<file path="config.mk">
export PLATFORM = sky130hd
export DESIGN_NAME = load_store_unit_flat
export DESIGN_NICKNAME = d
export VERILOG_FILES = /design/src/rtl/load_store_unit_if.sv /design/src/rtl/load_store_unit.sv /design/src/flat_wrapper.sv
export SDC_FILE = /design/constraint.sdc
export NUM_CORES = 1
export LEC_CHECK = 0
export ABC_AREA = 0
export ABC_CLOCK_PERIOD_IN_PS = 13600
export BUFFER_PORTS_ARGS = -buffer_cell sky130_fd_sc_hd__buf_2
export CORE_MARGIN = 3
export CORE_UTILIZATION = 58
export DETAILED_ROUTE_END_ITERATION = 10
export PLACE_DENSITY = 0.82
export SETUP_SLACK_MARGIN = 0.3
export SKIP_CTS_REPAIR_TIMING = 1
export SYNTH_ARGS = -nofsm -noshare
export SYNTH_HDL_FRONTEND = slang
export SYNTH_SLANG_ARGS = --single-unit
</file>
<file path="constraint.sdc">
create_clock -name clk -period 13.6 [get_ports clk]
set_input_delay 1.36 -clock clk [delete_from_list [all_inputs] [get_ports clk]]
set_output_delay 1.36 -clock clk [all_outputs]
set_load 0.05 [all_outputs]
</file>
<file path="src/rtl/load_store_unit_if.sv">
// Core request/response and data-bus signals of the load/store unit.
// "master" is the unit's own view; "slave" is the core/memory environment.
interface load_store_unit_if #(
  parameter int DATA_WIDTH = 64
);
  logic                  req_valid_i;
  logic                  req_ready_o;
  logic                  req_we_i;
  logic [DATA_WIDTH-1:0] req_addr_i;
  logic [DATA_WIDTH-1:0] req_wdata_i;
  logic [2:0]            req_funct3_i;
  logic                  resp_valid_o;
  logic [DATA_WIDTH-1:0] resp_rdata_o;
  logic                  resp_err_o;
  logic                  mem_req_o;
  logic                  mem_gnt_i;
  logic                  mem_we_o;
  logic [DATA_WIDTH-1:0] mem_addr_o;
  logic [7:0]            mem_be_o;
  logic [DATA_WIDTH-1:0] mem_wdata_o;
  logic                  mem_rvalid_i;
  logic [DATA_WIDTH-1:0] mem_rdata_i;

  modport master (
    input  req_valid_i, req_we_i, req_addr_i, req_wdata_i, req_funct3_i,
    input  mem_gnt_i, mem_rvalid_i, mem_rdata_i,
    output req_ready_o, resp_valid_o, resp_rdata_o, resp_err_o,
    output mem_req_o, mem_we_o, mem_addr_o, mem_be_o, mem_wdata_o
  );

  modport slave (
    output req_valid_i, req_we_i, req_addr_i, req_wdata_i, req_funct3_i,
    output mem_gnt_i, mem_rvalid_i, mem_rdata_i,
    input  req_ready_o, resp_valid_o, resp_rdata_o, resp_err_o,
    input  mem_req_o, mem_we_o, mem_addr_o, mem_be_o, mem_wdata_o
  );
endinterface

</file>
<file path="src/rtl/load_store_unit.sv">
// MEM-stage load/store initiator: splits each access into one or two 8-byte bus beats.
// Response 3 cycles after accept (5 if split, 1 if illegal); one access in flight, no response backpressure.
module load_store_unit #(
  parameter int DATA_WIDTH = 64
) (
  input  logic              clk,
  input  logic              rst,
  load_store_unit_if.master bus
);

  typedef enum logic [2:0] {
    S_IDLE, S_REQ0, S_WAIT0, S_REQ1, S_WAIT1, S_RESP, S_ERR
  } state_t;

  state_t                r_state;
  logic                  r_we;
  logic [DATA_WIDTH-1:0] r_addr;
  logic [2:0]            r_funct3;
  logic [7:0]            r_be1;
  logic [DATA_WIDTH-1:0] r_wd1;
  logic [DATA_WIDTH-1:0] r_rd0;
  logic                  r_req_ready;
  logic                  r_resp_valid;
  logic                  r_resp_err;
  logic [DATA_WIDTH-1:0] r_resp_rdata;
  logic                  r_mem_req;
  logic                  r_mem_we;
  logic [DATA_WIDTH-1:0] r_mem_addr;
  logic [7:0]            r_mem_be;
  logic [DATA_WIDTH-1:0] r_mem_wdata;

  logic [15:0]           w_in_mask;
  logic [127:0]          w_in_wd;
  logic                  w_in_illegal;
  logic [DATA_WIDTH-1:0] w_addr1;

  function automatic logic [15:0] lane_mask(input logic [2:0] off, input logic [1:0] sz);
    logic [15:0] m;
    m = (16'd1 << (4'd1 << sz)) - 16'd1;
    return m << off;
  endfunction

  // Shift the two-beat window down to the access offset, then extend by funct3.
  function automatic logic [63:0] load_extend(input logic [127:0] pair, input logic [2:0] off,
                                              input logic [2:0] f3);
    logic [127:0] sh;
    logic [63:0]  r;
    logic [63:0]  res;
    sh  = pair >> {off, 3'b000};
    r   = sh[63:0];
    res = 64'd0;
    case (f3)
      3'b000:  res = {{56{r[7]}}, r[7:0]};
      3'b001:  res = {{48{r[15]}}, r[15:0]};
      3'b010:  res = {{32{r[31]}}, r[31:0]};
      3'b011:  res = r;
      3'b100:  res = {56'd0, r[7:0]};
      3'b101:  res = {48'd0, r[15:0]};
      3'b110:  res = {32'd0, r[31:0]};
      default: res = 64'd0;
    endcase
    return res;
  endfunction

  assign w_in_mask    = lane_mask(bus.req_addr_i[2:0], bus.req_funct3_i[1:0]);
  assign w_in_wd      = {64'd0, bus.req_wdata_i} << {bus.req_addr_i[2:0], 3'b000};
  assign w_in_illegal = bus.req_we_i ? bus.req_funct3_i[2] : (bus.req_funct3_i == 3'b111);
  assign w_addr1      = {r_addr[DATA_WIDTH-1:3], 3'b000} + 64'd8;

  always_ff @(posedge clk or posedge rst) begin
    if (rst) begin
      r_state      <= S_IDLE;
      r_we         <= 1'b0;
      r_addr       <= '0;
      r_funct3     <= 3'b000;
      r_be1        <= 8'd0;
      r_wd1        <= '0;
      r_rd0        <= '0;
      r_req_ready  <= 1'b1;
      r_resp_valid <= 1'b0;
      r_resp_err   <= 1'b0;
      r_resp_rdata <= '0;
      r_mem_req    <= 1'b0;
      r_mem_we     <= 1'b0;
      r_mem_addr   <= '0;
      r_mem_be     <= 8'd0;
      r_mem_wdata  <= '0;
    end else begin
      r_resp_valid <= 1'b0;
      r_resp_err   <= 1'b0;
      case (r_state)
        S_IDLE: begin
          if (bus.req_valid_i) begin
            r_req_ready <= 1'b0;
            r_we        <= bus.req_we_i;
            r_addr      <= bus.req_addr_i;
            r_funct3    <= bus.req_funct3_i;
            r_be1       <= w_in_mask[15:8];
            r_wd1       <= w_in_wd[127:64];
            r_rd0       <= '0;
            if (w_in_illegal) begin
              r_state      <= S_ERR;
              r_resp_valid <= 1'b1;
              r_resp_err   <= 1'b1;
              r_resp_rdata <= '0;
            end else begin
              r_state     <= S_REQ0;
              r_mem_req   <= 1'b1;
              r_mem_we    <= bus.req_we_i;
              r_mem_addr  <= {bus.req_addr_i[DATA_WIDTH-1:3], 3'b000};
              r_mem_be    <= w_in_mask[7:0];
              r_mem_wdata <= w_in_wd[63:0];
            end
          end
        end
        S_REQ0: begin
          if (bus.mem_gnt_i) begin
            r_mem_req <= 1'b0;
            r_state   <= S_WAIT0;
          end
        end
        S_WAIT0: begin
          if (bus.mem_rvalid_i) begin
            if (r_be1 != 8'd0) begin
              r_rd0       <= bus.mem_rdata_i;
              r_state     <= S_REQ1;
              r_mem_req   <= 1'b1;
              r_mem_addr  <= w_addr1;
              r_mem_be    <= r_be1;
              r_mem_wdata <= r_wd1;
            end else begin
              r_state      <= S_RESP;
              r_resp_valid <= 1'b1;
              r_resp_rdata <= r_we ? '0 : load_extend({64'd0, bus.mem_rdata_i}, r_addr[2:0], r_funct3);
            end
          end
        end
        S_REQ1: begin
          if (bus.mem_gnt_i) begin
            r_mem_req <= 1'b0;
            r_state   <= S_WAIT1;
          end
        end
        S_WAIT1: begin
          if (bus.mem_rvalid_i) begin
            r_state      <= S_RESP;
            r_resp_valid <= 1'b1;
            r_resp_rdata <= r_we ? '0 : load_extend({bus.mem_rdata_i, r_rd0}, r_addr[2:0], r_funct3);
          end
        end
        S_RESP, S_ERR: begin
          r_state      <= S_IDLE;
          r_req_ready  <= 1'b1;
          r_resp_rdata <= '0;
        end
        default: begin
          r_state     <= S_IDLE;
          r_req_ready <= 1'b1;
          r_mem_req   <= 1'b0;
        end
      endcase
    end
  end

  assign bus.req_ready_o  = r_req_ready;
  assign bus.resp_valid_o = r_resp_valid;
  assign bus.resp_err_o   = r_resp_err;
  assign bus.resp_rdata_o = r_resp_rdata;
  assign bus.mem_req_o    = r_mem_req;
  assign bus.mem_we_o     = r_mem_we;
  assign bus.mem_addr_o   = r_mem_addr;
  assign bus.mem_be_o     = r_mem_be;
  assign bus.mem_wdata_o  = r_mem_wdata;

endmodule

</file>
<file path="src/flat_wrapper.sv">
// flat-port wrapper written by rule: the top's interface ports become plain ports
module load_store_unit_flat 
#(
  parameter int DATA_WIDTH = 64
)
  (clk, rst, bus_req_valid_i, bus_req_we_i, bus_req_addr_i, bus_req_wdata_i, bus_req_funct3_i, bus_mem_gnt_i, bus_mem_rvalid_i, bus_mem_rdata_i, bus_req_ready_o, bus_resp_valid_o, bus_resp_rdata_o, bus_resp_err_o, bus_mem_req_o, bus_mem_we_o, bus_mem_addr_o, bus_mem_be_o, bus_mem_wdata_o);
  load_store_unit_if #(.DATA_WIDTH(DATA_WIDTH)) bus_i ();
  input  logic clk;
  input  logic rst;
  input wire logic [$bits(bus_i.req_valid_i)-1:0] bus_req_valid_i;
  input wire logic [$bits(bus_i.req_we_i)-1:0] bus_req_we_i;
  input wire logic [$bits(bus_i.req_addr_i)-1:0] bus_req_addr_i;
  input wire logic [$bits(bus_i.req_wdata_i)-1:0] bus_req_wdata_i;
  input wire logic [$bits(bus_i.req_funct3_i)-1:0] bus_req_funct3_i;
  input wire logic [$bits(bus_i.mem_gnt_i)-1:0] bus_mem_gnt_i;
  input wire logic [$bits(bus_i.mem_rvalid_i)-1:0] bus_mem_rvalid_i;
  input wire logic [$bits(bus_i.mem_rdata_i)-1:0] bus_mem_rdata_i;
  output wire logic [$bits(bus_i.req_ready_o)-1:0] bus_req_ready_o;
  output wire logic [$bits(bus_i.resp_valid_o)-1:0] bus_resp_valid_o;
  output wire logic [$bits(bus_i.resp_rdata_o)-1:0] bus_resp_rdata_o;
  output wire logic [$bits(bus_i.resp_err_o)-1:0] bus_resp_err_o;
  output wire logic [$bits(bus_i.mem_req_o)-1:0] bus_mem_req_o;
  output wire logic [$bits(bus_i.mem_we_o)-1:0] bus_mem_we_o;
  output wire logic [$bits(bus_i.mem_addr_o)-1:0] bus_mem_addr_o;
  output wire logic [$bits(bus_i.mem_be_o)-1:0] bus_mem_be_o;
  output wire logic [$bits(bus_i.mem_wdata_o)-1:0] bus_mem_wdata_o;
  assign bus_i.req_valid_i = bus_req_valid_i;
  assign bus_i.req_we_i = bus_req_we_i;
  assign bus_i.req_addr_i = bus_req_addr_i;
  assign bus_i.req_wdata_i = bus_req_wdata_i;
  assign bus_i.req_funct3_i = bus_req_funct3_i;
  assign bus_i.mem_gnt_i = bus_mem_gnt_i;
  assign bus_i.mem_rvalid_i = bus_mem_rvalid_i;
  assign bus_i.mem_rdata_i = bus_mem_rdata_i;
  assign bus_req_ready_o = bus_i.req_ready_o;
  assign bus_resp_valid_o = bus_i.resp_valid_o;
  assign bus_resp_rdata_o = bus_i.resp_rdata_o;
  assign bus_resp_err_o = bus_i.resp_err_o;
  assign bus_mem_req_o = bus_i.mem_req_o;
  assign bus_mem_we_o = bus_i.mem_we_o;
  assign bus_mem_addr_o = bus_i.mem_addr_o;
  assign bus_mem_be_o = bus_i.mem_be_o;
  assign bus_mem_wdata_o = bus_i.mem_wdata_o;
  load_store_unit #(.DATA_WIDTH(DATA_WIDTH)) u_core (.clk(clk), .rst(rst), .bus(bus_i));
endmodule
</file>
==> flow_metrics.tcl, run 1 <==
set metrics [dict create \
    outcome "complete, no violations" \
    power_leakage_nw 12.7 \
    clk_latency_ns 0.60 \
    reg2reg_slack_ns 9.06 \
    grt_pass1_wl_mm 134 \
    final.min_clock_period_ns 4.54 \
    htreeDepth 2 \
    die_area_um2 43800 \
    period_share_pct 33.4 \
    ios 406 \
    cts_root_buf "clkbuf_16" \
    drtPass1Iterations 7 \
    antenna_found_initial 16 \
    hold_viol_final 0 \
    dieWidth_um 209 \
    fin_nets 3241 \
    grt-ovfl-total 0 \
    grt_use_total_pct 38.7 \
    via_count 23586 \
    end_kind "flop" \
    final_cell_mix "nand2_1 (611), buf_2 (401), dfrtp_1 (397)" \
    core_area_um2 40300 \
    cts_max_path_buffers 3 \
    hpwl_mm 60.3 \
    finalSetupViolCount 0 \
    skew_ns 0.0223 \
    crit_type "flop to flop" \
    drv_slew 0 \
    syn_area_um2 24000 \
    vias_per_cell 6.54 \
    fin_area_um2 27500 \
    dr.first_iter.drc_count 2980 \
    r2r-start "u_core.r_state[1]" \
    crit_path_frequent_cell "buf_4" \
    start_kind "flop" \
    layout-drive-gt1-share_pct 20.9 \
    crit_family "buffers and inverters" \
    cts_buffers 44 \
    antenna_left 0 \
    crit_arrival_ns 4.95 \
    layout.cells.non_filler 3608 \
    grt_max_degree 169 \
    dieHeight_um 209 \
    first_global_vias 22954 \
    finalSetupTns_ns 0 \
    wl_per_cell_um 24.2 \
    place_congestion 1.06 \
    crit_required_ns 14.01 \
    synth_edf_count 0 \
    yosys.cell_types.count 70 \
    ys_seq_area_share_pct 41.9 \
    max-vdd-ir-drop_v 0.000241 \
    final_common_cell "nand2_1" \
    max_freq_ghz 0.220 \
    initial_core_util_pct 59.5 \
    crit_buf_inv 3 \
    cts.clk_slew.worst_paths_ns 0.06 \
    syn_inst 2794 \
    cp_slowest_cell "buf_4" \
    r2r_cells 6 \
    fillCellCount 3297 \
    port_buffers 402 \
    rows 73 \
    cp_num_cells 6 \
    fin_total_pwr_mw 7.23 \
    post-route-util_pct 68.2 \
    cts_tree "done" \
    place_area_um2 26000 \
    yosys_warnings 0 \
    synth_area_per_cell_um2 8.58 \
    critPathCapture "u_core.bus.mem_wdata_o[40]" \
    cts_sinks 401 \
    max_cap_violations 0 \
    max_slew.worst_pin.slew_ns 1.39 \
    rsz0062_at_grt "no" \
    ys.flop_type "dfrtp_1" \
    slew_headroom_pct 7.29 \
    slowest_delay_ns 0.90 \
    synthArstFlopShare_pct 100 \
    powerDensity_nw_per_um2 263 \
    worstPathMaxFanout 130 \
    wl_mm 87.3 \
    placed_cells 3518 \
    hold_path.class "flop to flop" \
    timing.rr.end "u_core.bus.mem_wdata_o[40]" \
    worstSetupStartpoint "u_core.r_state[1]" \
    syn_to_final_growth_pct 14.6 \
    ys_ff_latch 401 \
    crit_chain "inv_1, o311ai_4, buf_4, nand2b_4, buf_4, o21ai_0" \
    drc_errors 0 \
]
## registers in the layout, indices dropped and copies added (netlist names), 3 cells and up
| register | flops |
|---|---|
| u_core.r_funct3 | 3 |
| u_core.r_wd1 | 56 |
| u_core.r_be1 | 8 |
| u_core.bus.mem_wdata_o | 64 |
| u_core.bus.mem_addr_o | 61 |
| u_core.r_rd0 | 64 |
| u_core.r_addr | 64 |
| u_core.bus.resp_rdata_o | 64 |
| u_core.r_state | 3 |
| u_core.bus.mem_be_o | 8 |
## final cells by class
type	count	area [um2]	area share (%)
sequential	401	10000	36.6
multi-input combinational	2132	13000	47.2
tap	525	657	2.39
inverter	25	101	0.369
clock inverter	18	163	0.592
clock buffer	59	1240	4.50
timing repair buffer	435	2270	8.28
antenna	13	32.5	0.118
## power breakdown
part           internal [mW]  switching [mW]
sequential              1.73           0.488
clock                  0.646           0.523
combinational           1.11            2.73
total                   3.49            3.74
## per-stage QoR
step                hold slack, ns  setup slack (ns)
finish                       0.474              9.06
global route                 0.498              8.70
CTS                          0.475              9.15
detailed placement           0.462              8.65
global placement             0.457              8.82
floorplan                    0.445              1.09
## worst min-delay path, delay by kind of cell (launching register included)
| kind | cells | cell delay, ns |
|---|---|---|
| compound gates | 1 | 0.06 |
| flops | 1 | 0.34 |
| simple gates | 1 | 0.04 |
## per-layer routing
metal | wire length, um | up-vias | global-route usage (%)
li1 | - | 10391 | -
met1 | 32300 | 11309 | 49.9
met2 | 39700 | 1543 | 59.9
met3 | 8820 | 335 | 8.33
met4 | 6340 | 8 | 24.4
met5 | 55 | - | 0
## synthesized netlist by cell type, drive strengths merged (9+ instances only)
master	instances	area share, %
xor2	28	1.0
mux2	61	2.9
nor3	39	0.81
nor2	222	3.5
a22o	34	1.2
a21o	15	0.47
nand2	612	9.6
o211ai	29	0.91
o22a	9	0.33
buf	80	1.6
a211oi	13	0.41
a21oi	207	4.5
mux2i	173	7.2
o2bb2ai	17	0.65
nand4	17	0.44
o221ai	17	0.62
a22oi	30	0.94
o21ai	286	6.0
clkbuf	158	2.5
o22ai	31	0.81
and3	34	0.89
xnor2	31	1.1
nor4	10	0.26
mux4	41	3.9
dfrtp	400	42
inv	25	0.39
nand3	54	1.1
a221oi	35	1.3
## worst min-delay path by stage
stage	startpoint	endpoint	cells after the start
after CTS	u_core.bus.resp_rdata_o[11]	u_core.bus.resp_rdata_o[11]	2
after detailed placement	u_core.bus.resp_rdata_o[11]	u_core.bus.resp_rdata_o[11]	2
final	u_core.bus.mem_wdata_o[37]	u_core.bus.mem_wdata_o[37]	2
after global routing	u_core.r_wd1[0]	u_core.r_wd1[0]	1
after floorplan	u_core.r_rd0[6]	u_core.r_rd0[6]	2
after global placement	u_core.bus.resp_rdata_o[11]	u_core.bus.resp_rdata_o[11]	2
## cell families (layout without fill, tap and decap cells)
group	count (synthesis)	after routing	synth area share [%]
AOI/OAI and AO/OA	762	762	19.5
xor gates and xnor gates	59	59	2.15
adders and majority gates	1	1	0.0522
buffers and inverters	263	537	4.51
DFF	401	401	41.9
muxes	275	275	14.0
other	1	16	0.0156
and+or+nand+nor	1032	1032	17.9
(Power assumes the default switching activity.)
==> run 2, diff against run 1 <==
Settings changed: ABC_CLOCK_PERIOD_IN_PS 13600 to 3760, CORE_UTILIZATION 58 to 52, PLACE_DENSITY 0.82 to 0.78.
Clock period 13.6 ns to 3.76 ns, I/O delays scaled along.
==> run 2 against run 1 <==
The flow now finishes with violations (hold timing). Combinational power rose to 3.7 times the previous value. Critical path depth rose by 2. Sequential share of layout area fell by 0.96 points. Clock power rose to 3.9 times the previous value. Final area rose by 2.7%. Global-route usage fell by 2.8 points. Clock-buffer cell count fell by 4. Largest cell class unchanged. Largest power group unchanged. Highest routed layer unchanged.
==> flow_metrics.tcl, run 2 (synthesized netlist as in run 1, its figures left out) <==
set metrics [dict create \
    outcome "finished, violations left" \
    violations "hold timing" \
    core_area_um2 45500 \
    cts_max_path_buffers 3 \
    end_kind "flop" \
    max_cap_violations 0 \
    layout-drive-gt1-share_pct 21.3 \
    syn_to_final_growth_pct 17.7 \
    final.min_clock_period_ns 3.11 \
    crit_chain "mux2_1, mux4_2, o2bb2ai_2, buf_4, nand2b_4, a2111oi_4, buf_4, a21oi_1" \
    via_count 23773 \
    grt_max_degree 129 \
    fillCellCount 3970 \
    vias_per_cell 6.36 \
    dr.first_iter.drc_count 2484 \
    final_common_cell "nand2_1" \
    first_global_vias 22782 \
    whs_ns -0.0364 \
    cp_slowest_cell "dfrtp_4" \
    worstPathMaxFanout 31 \
    fin_nets 3291 \
    cts.clk_slew.worst_paths_ns 0.06 \
    rsz0062_at_grt "no" \
    htreeDepth 2 \
    drtPass1Iterations 8 \
    antenna_left 0 \
    slowest_delay_ns 0.63 \
    hold_viol_final 13 \
    cts_buffers 44 \
    cts_sinks 401 \
    dieWidth_um 221 \
    crit_path_frequent_cell "buf_4" \
    crit_required_ns 4.21 \
    grt_use_total_pct 36.0 \
    wl_per_cell_um 24.0 \
    seq_area_um2 10000 \
    powerDensity_nw_per_um2 946 \
    place_congestion 1.00 \
    cts_root_buf "clkbuf_16" \
    rows 78 \
    crit_arrival_ns 3.56 \
    port_buffers 402 \
    crit_type "flop to flop" \
    max_slew.worst_pin.slew_ns 1.24 \
    start_kind "flop" \
    grt-ovfl-total 0 \
    period_share_pct 82.8 \
    max_freq_ghz 0.321 \
    finalSetupViolCount 0 \
    cts_tree "done" \
    skew_ns 0.0276 \
    wl_mm 89.8 \
    ios 406 \
    initial_core_util_pct 52.7 \
    grt_pass1_wl_mm 135 \
    hpwl_mm 62.9 \
    drc_errors 0 \
    max-vdd-ir-drop_v 0.000906 \
    hold_path.class "primary input to flop" \
    power_leakage_nw 13.0 \
    antenna_found_initial 13 \
    dieHeight_um 221 \
    finalSetupTns_ns 0 \
    final_cell_mix "nand2_1 (611), buf_2 (401), dfrtp_1 (397)" \
    slew_headroom_pct 16.8 \
    drv_slew 0 \
    die_area_um2 48700 \
    multi_input_area_um2 13000 \
    clk_latency_ns 0.61 \
]
run 2: worst paths after layout:
kind | from | cells past startpoint | endpoint | slack (ns)
min reg2reg | u_core.bus.mem_wdata_o[38] | 2 | u_core.bus.mem_wdata_o[38] | 0.48
min | bus_req_addr_i[4] | 3 | u_core.r_addr[4] | -0.04
max in group asynchronous | rst | 4 | u_core.r_addr[39] | 2.48
max | u_core.r_addr[1] | 8 | u_core.bus.resp_rdata_o[51] | 0.65
max reg2reg | u_core.r_addr[1] | 8 | u_core.bus.resp_rdata_o[51] | 0.65
min in group asynchronous | rst | 3 | u_core.r_wd1[36] | 0.32
run 2: per-layer routing:
layer  global-route usage, %  share of wire [%]  vias up
met5                       0              0.026        -
met4                    21.9                7.0        4
met3                    7.87                9.9      308
met2                    55.9                 45     1494
met1                    46.1                 38    11471
li1                        -                  -    10496
run 2: stage by stage:
| stage | util (%) | setup slack (ns) | area (um2) | instances | total power, mW |
|---|---|---|---|---|---|
| 6_report | 62.0 | 0.648 | 28200 | 3735 | 26.7 |
| 5_1_grt | 62.0 | 0.539 | 28200 | 3726 | 28.1 |
| 4_1_cts | 61.3 | 0.490 | 27900 | 3691 | 26.5 |
| 3_5_place_dp | 58.0 | 0.552 | 26400 | 3613 | 21.9 |
| 3_3_place_gp | 58.0 | 0.625 | 26400 | 3613 | 21.6 |
| 2_1_floorplan | - | -2.01 | 24000 | 2796 | 17.9 |
run 2: area by class of cell:
class	count	area share (%)
multi-input combinational	2132	45.9
antenna	14	0.124
tap	600	2.66
inverter	25	0.346
clock buffer	55	4.26
sequential	401	35.6
timing repair buffer	485	10.0
clock inverter	23	1.05
run 2: critical path, delay by kind of cell (launching register included):
kind            cells  cell delay, ns
buf+inv             2            0.60
simple gates        1            0.17
mux                 2            0.89
compound gates      3            0.64
flops               1            0.63
run 2: report_power, final:
group / switching, mW / total (mW) / internal (mW)
Sequential: 1.73 / 7.99 / 6.26
Combinational: 9.97 / 14.1 / 4.17
Clock: 1.98 / 4.56 / 2.58
Total: 13.7 / 26.7 / 13.0
